File: src/rtl/conv_mac_pipe_param.sv
// Pipelined multiply-accumulate for the Conv/Pool datapath.
// Configurable widths, latency and signedness; grouped sums with sticky overflow.
module conv_mac_pipe_param #(
    parameter int A_WIDTH   = 16,
    parameter int B_WIDTH   = 16,
    parameter int ACC_WIDTH = 40,
    parameter int NUM_STAGE = 4,
    parameter int SIGNED_A  = 0,
    parameter int SIGNED_B  = 0
) (
    input  logic                         clk,
    input  logic                         reset,
    input  logic                         ce,
    input  logic                         in_valid,
    input  logic [A_WIDTH-1:0]           din0,
    input  logic [B_WIDTH-1:0]           din1,
    input  logic                         in_first,
    input  logic                         in_last,
    output logic                         prod_valid,
    output logic [A_WIDTH+B_WIDTH-1:0]   prod,
    output logic                         acc_valid,
    output logic [ACC_WIDTH-1:0]         dout,
    output logic                         acc_ovf
);

    localparam int P_WIDTH  = A_WIDTH + B_WIDTH;
    localparam int DLY      = NUM_STAGE - 1;
    localparam bit P_SIGNED = (SIGNED_A != 0) || (SIGNED_B != 0);

    logic [A_WIDTH-1:0]        a_q;
    logic [B_WIDTH-1:0]        b_q;
    logic                      v_q;
    logic                      f_q;
    logic                      l_q;

    logic signed [A_WIDTH:0]   a_ext;
    logic signed [B_WIDTH:0]   b_ext;
    logic [P_WIDTH-1:0]        p_mul;

    logic [P_WIDTH-1:0]        p_d [DLY];
    logic [DLY-1:0]            v_d;
    logic [DLY-1:0]            f_d;
    logic [DLY-1:0]            l_d;

    logic                      pf;
    logic                      pl;
    logic [ACC_WIDTH-1:0]      acc_q;
    logic                      sticky_q;
    logic [ACC_WIDTH-1:0]      p_ext;
    logic [ACC_WIDTH:0]        sum_w;
    logic [ACC_WIDTH-1:0]      acc_nxt;
    logic                      add_ovf;

    // Tags are masked by in_valid so bubbles never open or close a group.
    always_ff @(posedge clk) begin
        if (reset) begin
            a_q <= '0;
            b_q <= '0;
            v_q <= 1'b0;
            f_q <= 1'b0;
            l_q <= 1'b0;
        end else if (ce) begin
            v_q <= in_valid;
            f_q <= in_valid & in_first;
            l_q <= in_valid & in_last;
            if (in_valid) begin
                a_q <= din0;
                b_q <= din1;
            end
        end
    end

    always_comb begin
        a_ext = {(SIGNED_A != 0) && a_q[A_WIDTH-1], a_q};
        b_ext = {(SIGNED_B != 0) && b_q[B_WIDTH-1], b_q};
        p_mul = P_WIDTH'(a_ext) * P_WIDTH'(b_ext);
    end

    always_ff @(posedge clk) begin
        if (reset) begin
            for (int i = 0; i < DLY; i++) begin
                p_d[i] <= '0;
            end
            v_d <= '0;
            f_d <= '0;
            l_d <= '0;
        end else if (ce) begin
            p_d[0] <= p_mul;
            v_d[0] <= v_q;
            f_d[0] <= f_q;
            l_d[0] <= l_q;
            for (int i = 1; i < DLY; i++) begin
                p_d[i] <= p_d[i-1];
                v_d[i] <= v_d[i-1];
                f_d[i] <= f_d[i-1];
                l_d[i] <= l_d[i-1];
            end
        end
    end

    assign prod       = p_d[DLY-1];
    assign prod_valid = v_d[DLY-1];
    assign pf         = f_d[DLY-1];
    assign pl         = l_d[DLY-1];

    always_comb begin
        p_ext = ACC_WIDTH'(prod);
        if (P_SIGNED) begin
            p_ext = ACC_WIDTH'($signed(prod));
        end
        sum_w   = {1'b0, acc_q} + {1'b0, p_ext};
        acc_nxt = pf ? p_ext : sum_w[ACC_WIDTH-1:0];
        add_ovf = 1'b0;
        if (!pf) begin
            if (P_SIGNED) begin
                add_ovf = (acc_q[ACC_WIDTH-1] == p_ext[ACC_WIDTH-1]) &&
                          (sum_w[ACC_WIDTH-1] != acc_q[ACC_WIDTH-1]);
            end else begin
                add_ovf = sum_w[ACC_WIDTH];
            end
        end
    end

    // A first sample restarts the sticky flag along with the sum.
    always_ff @(posedge clk) begin
        if (reset) begin
            acc_q     <= '0;
            sticky_q  <= 1'b0;
            dout      <= '0;
            acc_valid <= 1'b0;
            acc_ovf   <= 1'b0;
        end else if (ce) begin
            acc_valid <= prod_valid & pl;
            if (prod_valid) begin
                acc_q    <= acc_nxt;
                sticky_q <= (sticky_q & ~pf) | add_ovf;
                if (pl) begin
                    dout    <= acc_nxt;
                    acc_ovf <= (sticky_q & ~pf) | add_ovf;
                end
            end
        end
    end

endmodule
File: config.mk
export PLATFORM = sky130hd
export DESIGN_NAME = conv_mac_pipe_param
export DESIGN_NICKNAME = d
export VERILOG_FILES = /design/src/rtl/conv_mac_pipe_param.sv
export SDC_FILE = /design/constraint.sdc
export NUM_CORES = 1
export LEC_CHECK = 0
export ABC_CLOCK_PERIOD_IN_PS = 5910
export CORE_MARGIN = 5
export CORE_UTILIZATION = 30
export CTS_BUF_LIST = sky130_fd_sc_hd__clkbuf_8
export DETAILED_ROUTE_END_ITERATION = 6
export GPL_ROUTABILITY_DRIVEN = 0
export GPL_TIMING_DRIVEN = 0
export SLEW_MARGIN = 10
export SYNTH_ARGS = -nofsm -noshare
export SYNTH_HDL_FRONTEND = slang
export SYNTH_SLANG_ARGS = --single-unit
File: constraint.sdc
create_clock -name clk -period 5.91 [get_ports clk]
set_clock_uncertainty 0.05 [all_clocks]
set_input_delay 1.182 -clock clk [delete_from_list [all_inputs] [get_ports clk]]
set_output_delay 1.182 -clock clk [all_outputs]
set_load 0.05 [all_outputs]
==> flow_summary.ini <==
[run_status]
status = finished with violations
violations = setup timing

[synthesis]
synth_seq_cells = 223
synthesis.nets = 2427
yosysTopAreaCellShare_pct = 20.78
synthSimpleGateAreaFrac_pct = 18.18
synth_ff_type = dfxtp_1
synth-edff-count = 96
synthXorXnorAreaFrac_pct = 2.331
synth.yosys.warnings = 0
synthAdderAreaFrac_pct = 29.84
synth_mux_area_share_pct = 1.126
synth_common_cells = nand2_1 (279), inv_1 (247), fa_1 (195)
synth.most_common_cell = nand2_1
seq_area_frac_synth_pct = 28.88
synth_area_leaders = fa_1 (21%), edfxtp_1 (15%), dfxtp_1 (14%)
synth_compound_gate_area_share_pct = 11.32
async_flop_share_pct = 0
synth_top_family_by_area = adder cells
avgSynthCellArea_um2 = 9.128
synthDistinctLibCells = 67
syn_area_um2 = 18790
netlist.top_cell.by_area = fa_1
synthCells = 2058

[floorplan]
initial_core_util_pct = 30.38
io_pins = 113
die_w_um = 260.2
fp.dieH_um = 260.2
core_um2 = 61830
rows = 91
die_area_um2 = 67720

[final_layout]
fin_nets = 2624
fillCellCount = 6162
drive_above_1_share_pct = 11.62
design_area_um2 = 22900
syn_to_final_growth_pct = 21.89

[routing]
detail-route-antenna-nets = 0
viasPerCell = 4.774
drt_iter0_drc = 809
vias = 14890
routedWlPerCell_um = 17.23
drc_errors = 0
wl_um = 53730
firstDrtPassIters = 6

[placement]
place_hpwl_um = 41860
dpl_cell_area_um2 = 20980
place_ws_ns = -0.9343
port_buffers = 111

[setup_path]
worst_setup_path_start_kind = flop
max_stage_delay_ns = 0.55
path_buf_inv = 7
critPathSlowestCell = fa_1
cp_common_cell = fa_1
worstPathMaxFanout = 10
crit_type = flop to flop
crit_arrival_ns = 6.26
path_delay_family = adder cells
worstPathCellList = buf_8, and2_4, fa_1, inv_2, fa_1, fa_1, inv_2, fa_1, fa_1, inv_1, fa_1, inv_2, ha_4, a21o_1, a21o_1, a21oi_2, o211ai_1, buf_4, a21oi_4, buf_6, o31ai_4, a31oi_1, xor2_1, nor2_1
worstSetupEndpointType = flop
required_ns = 6.13

[clocking]
cts_tree = built
clkLatencyLatePin_ns = 0.57
cts_buffer_depth = 3
clock_sinks = 223
clockRootBuffer = clkbuf_8
postCtsHoldBufs = 0
clkSlewWorstSetupHoldPaths_ns = 0.06
htreeDepth = 2
numCtsBuffers = 38

[pwr]
p_leak_nw = 9.915
vdd_drop_max_v = 0.0001185
power_density_nw_per_um2 = 157.8

[global_route]
grt_usage_pct = 15.65
grt_max_degree = 55
grt-ovfl-total = 0
grt_pass1_wl_um = 84350
antenna_found_initial = 1
grt_pass1_vias = 15431

[timing]
worst_pin_slew_ns = 1.170
worst_slack_ns = -0.1267
rsz0062_at_grt = true
drv_slew = 0
finalHoldViolCount = 0
slew-limit-headroom_pct = 21.98
period_share_pct = 102.1
setup_viol = 6
fmax_ghz = 0.1657
min_period_ns = 6.037

[hold_path]
min_path_type = flop to flop

[flow_run]
maxCapViolations = 0
## worst reg2reg max path: cells and delay by family (launching register included)
kind / cells / cell delay, ns
fa+ha+maj: 7 / 3.28
compound gates: 7 / 1.03
xor+xnor: 1 / 0.20
buf+inv: 7 / 0.62
flops: 1 / 0.36
simple gates: 2 / 0.21
## power by group
| part | internal, W | switching, W | leakage [nW] |
|---|---|---|---|
| combinational | 0.000227 | 0.000330 | 7.37 |
| clock | 0.000711 | 0.000639 | 0.431 |
| sequential | 0.00166 | 0.0000511 | 2.12 |
## placed cells by master, fill, tap and decap left out, types with 10 or more instances in the layout
| cell | netlist | layout |
|---|---|---|
| nor2_1 | 139 | 139 |
| fa_1 | 195 | 183 |
| nand2_1 | 279 | 278 |
| ha_1 | 136 | 127 |
| clkbuf_16 | 0 | 13 |
| o21ai_0 | 63 | 59 |
| xor2_1 | 20 | 20 |
| a211oi_1 | 56 | 55 |
| a21o_1 | 26 | 26 |
| inv_1 | 247 | 259 |
| dfxtp_4 | 0 | 30 |
| clkdlybuf4s50_1 | 0 | 111 |
| clkbuf_1 | 97 | 62 |
| clkbuf_8 | 0 | 56 |
| buf_4 | 32 | 79 |
| nand3_1 | 22 | 21 |
| edfxtp_1 | 96 | 96 |
| nor3_1 | 26 | 25 |
| dfxtp_1 | 127 | 96 |
| and2_1 | 190 | 184 |
| fa_2 | 0 | 12 |
| a31oi_1 | 13 | 10 |
| mux2i_1 | 20 | 20 |
| a21oi_1 | 109 | 103 |
| xnor2_1 | 30 | 30 |
## stage by stage
stage	power [W]	std cells	utilization [%]	TNS, ns	hold slack [ns]
floorplan	0.002041	2058	-	0	0.3900
global placement	0.002219	3006	33.89	-9.727	0.3943
detailed placement	0.002228	3007	33.94	-10.34	0.3984
CTS	0.003647	3106	36.70	-0.03458	0.4111
global route	0.003786	3119	37.04	-2.903	0.4360
finish	0.003613	3119	37.04	-0.3582	0.4048
## kinds of logic after synthesis
| family | count (synthesis) |
|---|---|
| flip-flops | 223 |
| adder cells (fa/ha/maj) | 331 |
| AO/OA/AOI/OAI | 333 |
| buffers and inverters | 384 |
| multiplexers | 21 |
| AND/OR/NAND/NOR | 716 |
| XOR/XNOR | 50 |
## worst paths after layout
path / cells after the start / slack [ns] / endpoint / startpoint
worst max-delay path: 24 / -0.13 / p_d[0][25] / b_q[5]
worst min-delay path: 2 / 0.40 / dout[37] / dout[37]
worst max register to register: 24 / -0.13 / p_d[0][25] / b_q[5]
worst min register to register: 2 / 0.40 / dout[37] / dout[37]
## timing repair
action | 4_1_cts | 5_1_grt
buffers inserted | 37 | 12
setup endpoints to repair | 18 | 12
pin swaps | 38 | 30
gates resized for setup | 191 | 32
## registers in the layout, summed over array words and instances (netlist names)
register and count:
a_q 16, acc_ovf 1, acc_q 40, acc_valid 1, b_q 16, dout 40
f_d 3, f_q 1, l_d 3, l_q 1, p_d 96, sticky_q 1
v_d 3, v_q 1
## final cells by class
| type | instances | area, um2 | share of cell area (%) |
|---|---|---|---|
| flip-flops and latches | 223 | 5539 | 24.19 |
| clock inverters | 23 | 132.6 | 0.5792 |
| inverters | 247 | 927.1 | 4.049 |
| multi-input cells | 1451 | 12070 | 52.73 |
| diodes | 1 | 2.502 | 0.01093 |
| well taps | 837 | 1047 | 4.574 |
| repair buffers | 161 | 1523 | 6.650 |
| plain buffers | 133 | 1061 | 4.634 |
| clock buffers | 43 | 591.8 | 2.585 |
## metal layers
layer	vias up	wire, um	track usage (%)
met4	0	2026	5.665
met3	127	4322	3.495
met5	-	0	0
met1	7115	22130	19.64
li1	7089	-	-
met2	559	25250	26.51
No activity file was read; power rests on OpenSTA's default activity.
